<file path="src/rtl/multicycle_controller_if.sv">
// Control bundle between the multicycle controller and its datapath:
// the instruction opcode and memory handshake come in, and the steering-mux
// selects and load enables go out.
interface multicycle_controller_if #(
    parameter int OPCODE_W = 4,
    parameter int ALUOP_W  = 2
);
    logic [OPCODE_W-1:0] opcode;
    logic                mem_ready;
    logic                ior;
    logic                mem_read;
    logic                mem_write;
    logic                ir_write;
    logic                pc_write;
    logic                pc_write_cond;
    logic [1:0]          pc_src;
    logic                alu_src_a;
    logic [1:0]          alu_src_b;
    logic [ALUOP_W-1:0]  alu_op;
    logic                reg_dst;
    logic                mem_to_reg;
    logic                reg_write;
    logic                instr_done;
    logic                illegal_op;
    logic                halted;

    // Controller side
    modport master (
        input  opcode, mem_ready,
        output ior, mem_read, mem_write, ir_write, pc_write, pc_write_cond,
               pc_src, alu_src_a, alu_src_b, alu_op, reg_dst, mem_to_reg,
               reg_write, instr_done, illegal_op, halted
    );

    // Datapath side
    modport slave (
        output opcode, mem_ready,
        input  ior, mem_read, mem_write, ir_write, pc_write, pc_write_cond,
               pc_src, alu_src_a, alu_src_b, alu_op, reg_dst, mem_to_reg,
               reg_write, instr_done, illegal_op, halted
    );
endinterface

</file>
<file path="src/rtl/multicycle_controller.sv">
// Main control FSM of the multicycle datapath. Steps each instruction through
// fetch/decode/execute/memory/writeback and decodes the current state (plus
// mem_ready in the memory-access states) straight onto the mux selects, so
// an asynchronous reset removes every request immediately.
module multicycle_controller #(
    parameter int OPCODE_W = 4,
    parameter int ALUOP_W  = 2
) (
    input  logic                     clk,
    input  logic                     rst_n,
    multicycle_controller_if.master  bus
);

    localparam logic [OPCODE_W-1:0] OP_R    = 4'b0000;
    localparam logic [OPCODE_W-1:0] OP_ADDI = 4'b0001;
    localparam logic [OPCODE_W-1:0] OP_LW   = 4'b0010;
    localparam logic [OPCODE_W-1:0] OP_SW   = 4'b0011;
    localparam logic [OPCODE_W-1:0] OP_BEQ  = 4'b0100;
    localparam logic [OPCODE_W-1:0] OP_J    = 4'b0101;
    localparam logic [OPCODE_W-1:0] OP_HALT = 4'b1111;

    localparam logic [ALUOP_W-1:0] ALU_ADD   = 2'b00;
    localparam logic [ALUOP_W-1:0] ALU_SUB   = 2'b01;
    localparam logic [ALUOP_W-1:0] ALU_FUNCT = 2'b10;

    typedef enum logic [3:0] {
        S_IDLE     = 4'd0,
        S_FETCH    = 4'd1,
        S_DECODE   = 4'd2,
        S_EXEC_R   = 4'd3,
        S_R_WB     = 4'd4,
        S_EXEC_I   = 4'd5,
        S_I_WB     = 4'd6,
        S_MEM_ADDR = 4'd7,
        S_MEM_RD   = 4'd8,
        S_MEM_WB   = 4'd9,
        S_MEM_WR   = 4'd10,
        S_BRANCH   = 4'd11,
        S_JUMP     = 4'd12,
        S_HALT     = 4'd13
    } state_t;

    state_t state_r;
    state_t state_nxt_s;
    logic   illegal_r;
    logic   illegal_set_s;

    // State register; reset aborts any instruction in flight
    always_ff @(posedge clk or negedge rst_n) begin
        if (!rst_n) begin
            state_r <= S_IDLE;
        end else begin
            state_r <= state_nxt_s;
        end
    end

    // Sticky flag recording that an undefined opcode was decoded
    always_ff @(posedge clk or negedge rst_n) begin
        if (!rst_n) begin
            illegal_r <= 1'b0;
        end else if (illegal_set_s) begin
            illegal_r <= 1'b1;
        end else begin
            illegal_r <= illegal_r;
        end
    end

    assign bus.illegal_op = illegal_r;

    // Next-state selection and per-state decode of the control lines
    always_comb begin
        state_nxt_s       = state_r;
        illegal_set_s     = 1'b0;
        bus.ior           = 1'b0;
        bus.mem_read      = 1'b0;
        bus.mem_write     = 1'b0;
        bus.ir_write      = 1'b0;
        bus.pc_write      = 1'b0;
        bus.pc_write_cond = 1'b0;
        bus.pc_src        = 2'b00;
        bus.alu_src_a     = 1'b0;
        bus.alu_src_b     = 2'b00;
        bus.alu_op        = ALU_ADD;
        bus.reg_dst       = 1'b0;
        bus.mem_to_reg    = 1'b0;
        bus.reg_write     = 1'b0;
        bus.instr_done    = 1'b0;
        bus.halted        = 1'b0;

        case (state_r)
            S_IDLE: begin
                state_nxt_s = S_FETCH;
            end
            S_FETCH: begin
                // PC + 4 computed every cycle; committed only with the IR load
                bus.mem_read  = 1'b1;
                bus.alu_src_b = 2'b01;
                if (bus.mem_ready) begin
                    bus.ir_write = 1'b1;
                    bus.pc_write = 1'b1;
                    state_nxt_s  = S_DECODE;
                end else begin
                    state_nxt_s  = S_FETCH;
                end
            end
            S_DECODE: begin
                // Branch target precomputed into ALUOut
                bus.alu_src_b = 2'b11;
                case (bus.opcode)
                    OP_R:    state_nxt_s = S_EXEC_R;
                    OP_ADDI: state_nxt_s = S_EXEC_I;
                    OP_LW:   state_nxt_s = S_MEM_ADDR;
                    OP_SW:   state_nxt_s = S_MEM_ADDR;
                    OP_BEQ:  state_nxt_s = S_BRANCH;
                    OP_J:    state_nxt_s = S_JUMP;
                    OP_HALT: state_nxt_s = S_HALT;
                    default: begin
                        // Undefined opcode retires as a NOP
                        illegal_set_s  = 1'b1;
                        bus.instr_done = 1'b1;
                        state_nxt_s    = S_FETCH;
                    end
                endcase
            end
            S_EXEC_R: begin
                bus.alu_src_a = 1'b1;
                bus.alu_op    = ALU_FUNCT;
                state_nxt_s   = S_R_WB;
            end
            S_R_WB: begin
                bus.reg_dst    = 1'b1;
                bus.reg_write  = 1'b1;
                bus.instr_done = 1'b1;
                state_nxt_s    = S_FETCH;
            end
            S_EXEC_I: begin
                bus.alu_src_a = 1'b1;
                bus.alu_src_b = 2'b10;
                state_nxt_s   = S_I_WB;
            end
            S_I_WB: begin
                bus.reg_write  = 1'b1;
                bus.instr_done = 1'b1;
                state_nxt_s    = S_FETCH;
            end
            S_MEM_ADDR: begin
                bus.alu_src_a = 1'b1;
                bus.alu_src_b = 2'b10;
                if (bus.opcode == OP_LW) begin
                    state_nxt_s = S_MEM_RD;
                end else begin
                    state_nxt_s = S_MEM_WR;
                end
            end
            S_MEM_RD: begin
                bus.ior      = 1'b1;
                bus.mem_read = 1'b1;
                if (bus.mem_ready) begin
                    state_nxt_s = S_MEM_WB;
                end else begin
                    state_nxt_s = S_MEM_RD;
                end
            end
            S_MEM_WB: begin
                bus.mem_to_reg = 1'b1;
                bus.reg_write  = 1'b1;
                bus.instr_done = 1'b1;
                state_nxt_s    = S_FETCH;
            end
            S_MEM_WR: begin
                bus.ior       = 1'b1;
                bus.mem_write = 1'b1;
                if (bus.mem_ready) begin
                    bus.instr_done = 1'b1;
                    state_nxt_s    = S_FETCH;
                end else begin
                    state_nxt_s    = S_MEM_WR;
                end
            end
            S_BRANCH: begin
                bus.alu_src_a     = 1'b1;
                bus.alu_op        = ALU_SUB;
                bus.pc_src        = 2'b01;
                bus.pc_write_cond = 1'b1;
                bus.instr_done    = 1'b1;
                state_nxt_s       = S_FETCH;
            end
            S_JUMP: begin
                bus.pc_src     = 2'b10;
                bus.pc_write   = 1'b1;
                bus.instr_done = 1'b1;
                state_nxt_s    = S_FETCH;
            end
            S_HALT: begin
                bus.halted  = 1'b1;
                state_nxt_s = S_HALT;
            end
            default: begin
                // Unused encodings fall back to a clean restart
                state_nxt_s = S_IDLE;
            end
        endcase
    end

endmodule
</file>
<file path="src/flat_wrapper.sv">
// flat-port wrapper written by rule: the top's interface ports become plain ports
module multicycle_controller_flat 
#(
    parameter int OPCODE_W = 4,
    parameter int ALUOP_W  = 2
)
  (clk, rst_n, bus_opcode, bus_mem_ready, bus_ior, bus_mem_read, bus_mem_write, bus_ir_write, bus_pc_write, bus_pc_write_cond, bus_pc_src, bus_alu_src_a, bus_alu_src_b, bus_alu_op, bus_reg_dst, bus_mem_to_reg, bus_reg_write, bus_instr_done, bus_illegal_op, bus_halted);
  multicycle_controller_if #(.OPCODE_W(OPCODE_W), .ALUOP_W(ALUOP_W)) bus_i ();
  input  logic clk;
  input  logic rst_n;
  input wire logic [$bits(bus_i.opcode)-1:0] bus_opcode;
  input wire logic [$bits(bus_i.mem_ready)-1:0] bus_mem_ready;
  output wire logic [$bits(bus_i.ior)-1:0] bus_ior;
  output wire logic [$bits(bus_i.mem_read)-1:0] bus_mem_read;
  output wire logic [$bits(bus_i.mem_write)-1:0] bus_mem_write;
  output wire logic [$bits(bus_i.ir_write)-1:0] bus_ir_write;
  output wire logic [$bits(bus_i.pc_write)-1:0] bus_pc_write;
  output wire logic [$bits(bus_i.pc_write_cond)-1:0] bus_pc_write_cond;
  output wire logic [$bits(bus_i.pc_src)-1:0] bus_pc_src;
  output wire logic [$bits(bus_i.alu_src_a)-1:0] bus_alu_src_a;
  output wire logic [$bits(bus_i.alu_src_b)-1:0] bus_alu_src_b;
  output wire logic [$bits(bus_i.alu_op)-1:0] bus_alu_op;
  output wire logic [$bits(bus_i.reg_dst)-1:0] bus_reg_dst;
  output wire logic [$bits(bus_i.mem_to_reg)-1:0] bus_mem_to_reg;
  output wire logic [$bits(bus_i.reg_write)-1:0] bus_reg_write;
  output wire logic [$bits(bus_i.instr_done)-1:0] bus_instr_done;
  output wire logic [$bits(bus_i.illegal_op)-1:0] bus_illegal_op;
  output wire logic [$bits(bus_i.halted)-1:0] bus_halted;
  assign bus_i.opcode = bus_opcode;
  assign bus_i.mem_ready = bus_mem_ready;
  assign bus_ior = bus_i.ior;
  assign bus_mem_read = bus_i.mem_read;
  assign bus_mem_write = bus_i.mem_write;
  assign bus_ir_write = bus_i.ir_write;
  assign bus_pc_write = bus_i.pc_write;
  assign bus_pc_write_cond = bus_i.pc_write_cond;
  assign bus_pc_src = bus_i.pc_src;
  assign bus_alu_src_a = bus_i.alu_src_a;
  assign bus_alu_src_b = bus_i.alu_src_b;
  assign bus_alu_op = bus_i.alu_op;
  assign bus_reg_dst = bus_i.reg_dst;
  assign bus_mem_to_reg = bus_i.mem_to_reg;
  assign bus_reg_write = bus_i.reg_write;
  assign bus_instr_done = bus_i.instr_done;
  assign bus_illegal_op = bus_i.illegal_op;
  assign bus_halted = bus_i.halted;
  multicycle_controller #(.OPCODE_W(OPCODE_W), .ALUOP_W(ALUOP_W)) u_core (.clk(clk), .rst_n(rst_n), .bus(bus_i));
endmodule
</file>
<file path="config.mk">
export PLATFORM = sky130hd
export DESIGN_NAME = multicycle_controller_flat
export DESIGN_NICKNAME = d
export VERILOG_FILES = /design/src/rtl/multicycle_controller_if.sv /design/src/rtl/multicycle_controller.sv /design/src/flat_wrapper.sv
export SDC_FILE = /design/constraint.sdc
export NUM_CORES = 1
export LEC_CHECK = 0
export CAP_MARGIN = 20
export CORE_MARGIN = 2
export CORE_UTILIZATION = 41
export DETAILED_ROUTE_END_ITERATION = 6
export PLACE_DENSITY = 0.79
export SLEW_MARGIN = 10
export SYNTH_ARGS = -nofsm -noshare
export SYNTH_HDL_FRONTEND = slang
export SYNTH_SLANG_ARGS = --single-unit
</file>
<file path="constraint.sdc">
create_clock -name clk -period 1.7 [get_ports clk]
set_input_delay 0.425 -clock clk [delete_from_list [all_inputs] [get_ports clk]]
set_output_delay 0.425 -clock clk [all_outputs]
set_load 0.03 [all_outputs]
</file>
==> reports/qor.csv, run 1 <==
metric,value,unit
place_area,915.9,sq um
cts_buffers,3,
clk_latency,0.25,ns
wl,3699,um
first_global_vias,881,
path_cells,"nand2b_1, a21oi_1, or3b_4, buf_6",
finalMaxSlewViolations,0,
dr.first_iter.drc_count,62,
synth_seq_area_share,19.92,%
crit_required,1.27,ns
relSlewSlack,72.18,%
start_kind,register,
ant_nets,0,
overflow,0,
whs,0.3994,ns
max_cap_violations,0,
critPathSlowestCell,dfrtp_1,
die-area,1861,sq um
crit_type,register to output pin,
gr-usage-all-layers,31.60,%
grt_max_degree,11,
num_rows,14,
cts_tree,done,
die_width,43.14,um
antenna_found_initial,0,
gp_congestion,0.8237,
holdBufCountCts,0,
period_needed,1.957,ns
ys.warnings.count,0,
most-common-layout-cells,"buf_4, buf_6, nor2_1",
fillers,41,
cts.clk_slew.worst_paths,0.06,ns
violations,setup timing,
mostFrequentLayoutCell,buf_4,
utilization,95.15,%
viasPerCell,6.478,
syn_nets,92,
cts_root_buf,clkbuf_4,
setup.worst_path.end_class,output pin,
area_growth,122.9,%
hpwl,1369,um
start_util,42.69,%
drc,0,
setup_ws,-0.2574,ns
design_area,1400,sq um
achievable-frequency,510.9,MHz
worst_pin_slew,0.4142,ns
arrival,1.53,ns
crit_fanout,3,
io_pins,26,
period_share,115.1,%
fp.dieH,43.14,um
total_power,2.959,mW
powerDensity,2113,nW/um^2
place_ws,-0.9390,ns
htreeDepth,1,
num_vias,1043,
first_pass_iters,4,
wl_per_cell,22.98,um
clock_path_buffers,2,
drive_gt1_share,65.52,%
critPathMaxStageDelay,0.44,ns
avgSynthCellArea,7.389,sq um
syn-cell-area,628.1,sq um
cts.sinks,5,
status,"finished, violations left",
finalSetupViolCount,19,
fin_nets,153,
synth-seq-cells,5,
vdd_drop_max,0.001551,V
power_leakage,0.6393,nW
synth_cell_type_count,34,
min_path_type,primary input to asynchronous set/reset pin,
synth_cells,85,
fin_skew,0.01230,ns
rsz0062_at_grt,true,
hold_viol_final,0,
place.port_buffers,25,
grt_pass1_wl,4395,um
diodes,0,
core,1471,sq um
[repair_timing]
action / CTS / global route
setup endpoints to repair: 17 / 19
pin swaps: 11 / 10
gates cloned: 0 / 1
buffers inserted: 19 / 7
resized for setup: 52 / 24
[metal layers]
layer | routed length (um) | vias up | track usage (%)
met5 | 0 | - | 0
met4 | 242 | 0 | 9.091
met3 | 359 | 27 | 5.106
met2 | 1815 | 107 | 60.60
met1 | 1282 | 487 | 34.63
li1 | - | 422 | -
[per-stage QoR]
stage | TNS [ns] | std cells
finish | -3.037 | 161
global placement | -1.371 | 130
floorplan | -0.1397 | 85
CTS | -1.202 | 153
global route | -3.487 | 161
detailed placement | -1.586 | 130
[path summary, 6_finish.rpt]
| kind | startpoint | to | slack (ns) | depth (start not counted) |
|---|---|---|---|---|
| setup / recovery | u_core.state_r[1] | bus_instr_done | -0.26 | 4 |
| hold / removal | rst_n | u_core.state_r[2] | 0.40 | 1 |
| setup reg to reg | u_core.state_r[1] | u_core.state_r[3] | -0.05 | 7 |
| hold reg to reg | u_core.bus.illegal_op | u_core.bus.illegal_op | 0.48 | 1 |
| max in group asynchronous | rst_n | u_core.state_r[0] | 1.07 | 1 |
| min in group clk | u_core.bus.illegal_op | u_core.bus.illegal_op | 0.48 | 1 |
[kinds of logic after synthesis]
family / after synthesis / synth area share [%]
flip-flops: 5 / 19.92
buffers and inverters: 13 / 14.94
XOR/XNOR: 2 / 2.789
AND/OR/NAND/NOR: 45 / 37.85
AO/OA/AOI/OAI: 20 / 24.50
[area by class of cell]
cell class              instances  area [sq um]  area share (%)
repair buffers                 68         649.4           46.38
multi-input cells              67         574.3           41.02
clock buffers                   4         26.28           1.877
flip-flops and latches          5         126.4           9.026
well taps                      16         20.02           1.430
inverters                       1         3.754          0.2681
[where the power goes]
part / internal [mW] / total, mW / switching [mW] / leakage [nW]
registers: 0.176 / 0.257 / 0.0802 / 0.0589
logic: 1.22 / 2.56 / 1.34 / 0.565
clock network: 0.0892 / 0.146 / 0.0570 / 0.0150
total: 1.48 / 2.96 / 1.48 / 0.639
[critical path, delay by kind of cell, from the launching register on]
kind                   cells  cell delay [ns]
AOI/OAI and AO/OA          1             0.10
buffers and inverters      1             0.15
DFF                        1             0.44
and+or+nand+nor            2             0.61
[Yosys cell counts, drive strengths merged]
| cell type | n | area, sq um |
|---|---|---|
| nand4 | 2 | 12.51 |
| inv | 1 | 3.750 |
| o41ai | 1 | 16.27 |
| a211o | 1 | 8.760 |
| o22ai | 1 | 6.260 |
| nand3 | 3 | 15.01 |
| nor2 | 17 | 63.81 |
| a211oi | 2 | 15.01 |
| a31oi | 1 | 6.260 |
| a21boi | 2 | 15.01 |
| or2 | 1 | 6.260 |
| nand4b | 1 | 8.760 |
| dfrtp | 5 | 125.1 |
| nand3b | 1 | 7.510 |
| xnor2 | 2 | 17.52 |
| a21o | 1 | 7.510 |
| o21ai | 1 | 5.000 |
| nand2b | 6 | 37.54 |
| o21a | 2 | 15.01 |
| a311o | 1 | 10.01 |
| or3b | 1 | 8.760 |
| o32ai | 1 | 8.760 |
| nor3 | 5 | 25.02 |
| a21oi | 3 | 15.01 |
| nor4bb | 1 | 10.01 |
| o211ai | 1 | 7.510 |
| o31a | 1 | 8.760 |
| a31o | 1 | 8.760 |
| nor4b | 1 | 15.01 |
| nand2 | 4 | 15.01 |
| nor2b | 2 | 12.51 |
| buf | 12 | 90.08 |
[flip-flops by register name (all words and copies together), names as in the netlist]
register               cells
u_core.state_r             4
u_core.bus.illegal_op      1
No activity file was read; power rests on OpenSTA's default activity.
==> run 2: changes to the inputs <==
--- a/config.mk
+++ b/config.mk
@@ -6,7 +6,7 @@
 export NUM_CORES = 1
 export LEC_CHECK = 0
 export CAP_MARGIN = 20
-export CORE_MARGIN = 2
+export CORE_MARGIN = 5
 export CORE_UTILIZATION = 41
 export DETAILED_ROUTE_END_ITERATION = 6
 export PLACE_DENSITY = 0.79
==> run 2 against run 1 <==
  * Largest power group unchanged
  * Die area grew 30%
  * Sequential cell count is the same
  * The run still ends with setup timing left
  * Combinational power shrank 8.6%
  * Highest routed layer unchanged
==> reports/qor.csv, run 2 (synthesized netlist as in run 1, its figures left out) <==
metric,value,unit
top_register,u_core.state_r,
rsz0062_at_grt,true,
cts.clk_slew.worst_paths,0.05,ns
utilization,89.46,%
wl,2804,um
pwr-share-clk,4.9,%
antenna_found_initial,0,
setup_ws,-0.1756,ns
core,1471,sq um
swShare,48.15,%
cpMostUsedCell,buf_6,
critPathSlowestCell,dfrtp_1,
relSlewSlack,76.29,%
mostFrequentLayoutCell,buf_4,
p_int,1.421,mW
critPathMaxStageDelay,0.42,ns
period_share,110.3,%
seqPwrFrac,9.6,%
cts_tree,done,
holdBufCountCts,0,
hold_viol_final,0,
clock_path_buffers,2,
wl_per_cell,18.09,um
first_pass_iters,4,
place_area,908.4,sq um
worstReg2RegEnd,u_core.state_r[3],
fin_nets,147,
crit_fanout,6,
reg2reg_depth,6,
htreeDepth,1,
num_vias,928,
hpwl,1377,um
drc,0,
finalSetupTns,-1.794,ns
finalSetupViolCount,18,
grt_max_degree,9,
start_kind,register,
most-common-layout-cells,"buf_4, buf_6, nor2_1",
reg2reg_slack,0.12,ns
powerDensity,2082,nW/um^2
gp_congestion,0.7916,
die_width,49.14,um
viasPerCell,5.987,
place_ws,-0.8735,ns
achievable-frequency,533.2,MHz
finalMaxSlewViolations,0,
grt_pass1_wl,4202,um
cts_buffers,3,
period_needed,1.876,ns
place.port_buffers,25,
ant_nets,0,
path_cells,"buf_6, buf_8, nand2b_4, o22ai_4, buf_6",
overflow,0,
setup.worst_path.end_class,output pin,
switchingPower,1.320,mW
clk_latency,0.24,ns
area_growth,109.6,%
diodes,0,
vdd_drop_max,0.001362,V
first_global_vias,885,
arrival,1.45,ns
largest_reg_flops,4,
power_leakage,0.5812,nW
comb_power_share,85.5,%
dr.first_iter.drc_count,34,
min_path_type,primary input to asynchronous set/reset pin,
max_cap_violations,0,
violations,setup timing,
crit_required,1.27,ns
rr_startpoint,u_core.state_r[0],
design_area,1316,sq um
start_util,42.69,%
die-area,2415,sq um
io_pins,26,
status,"finished, violations left",
cts_root_buf,clkbuf_4,
drive_gt1_share,64.75,%
worst_pin_slew,0.3529,ns
cts.sinks,5,
fp.dieH,49.14,um
crit_type,register to output pin,
fin_skew,0.008905,ns
gr-usage-all-layers,21.20,%
num_rows,14,
## run 2: cell types whose count changed in the layout (fill, tap and decap cells not counted), moves of 2 or more
cell     previous run  this run
dfrtp_1             4         2
dfrtp_2             1         3
buf_4              35        29
nor2_4              7         5
## run 2: final cells by class
class / instances / area, sq um
Sequential cell: 5 / 128.9
Clock buffer: 4 / 26.28
Fill cell: 57 / 155.1
Multi-Input combinational cell: 67 / 546.8
Inverter: 1 / 3.754
Timing Repair Buffer: 62 / 590.6
Tap cell: 16 / 20.02
## run 2: stage by stage
step	std cells	hold slack, ns	power, mW
2_1_floorplan	85	0.1294	1.263
3_3_place_gp	129	0.4717	1.695
3_5_place_dp	129	0.4713	1.718
4_1_cts	152	0.4115	2.444
5_1_grt	155	0.4011	2.878
6_report	155	0.4104	2.741
## run 2: worst max-delay path by stage
stage,slack [ns],end,cells past startpoint,from
6_report,-0.18,bus_reg_write,5,u_core.state_r[1]
5_1_grt,-0.26,bus_alu_src_b[1],6,u_core.state_r[2]
4_1_cts,-0.14,bus_instr_done,4,u_core.state_r[3]
3_5_place_dp,-0.87,bus_instr_done,5,bus_opcode[2]
3_3_place_gp,-0.86,bus_instr_done,5,bus_opcode[2]
2_1_floorplan,-0.1,bus_reg_dst,3,u_core.state_r[0]
## run 2: what timing repair did
item	in CTS	in global routing
cloned	2	0
endpoints found under the setup margin	16	19
pin swaps	8	6
buffers inserted	17	4
gates resized for setup	54	21
## run 2: critical path: cells and delay by family, from the launching register on
kind	cells	cell delay, ns
buf+inv	3	0.42
flops	1	0.42
simple gates	1	0.20
compound gates	1	0.17
## run 2: layer usage
layer	vias up	share of wire (%)	track usage, %
met5	-	0	0
li1	410	-	-
met3	12	7.6	5.199
met2	65	50	39.91
met1	441	39	24.03
met4	0	3.2	2.691
## run 2: power groups by stage
stage	Clock [mW]	Combinational [mW]	Sequential (mW)
3_3_place_gp	0	1.48	0.219
3_5_place_dp	0	1.49	0.223
6_report	0.135	2.34	0.262
2_1_floorplan	0	1.03	0.232
5_1_grt	0.161	2.45	0.267
4_1_cts	0.137	2.06	0.244
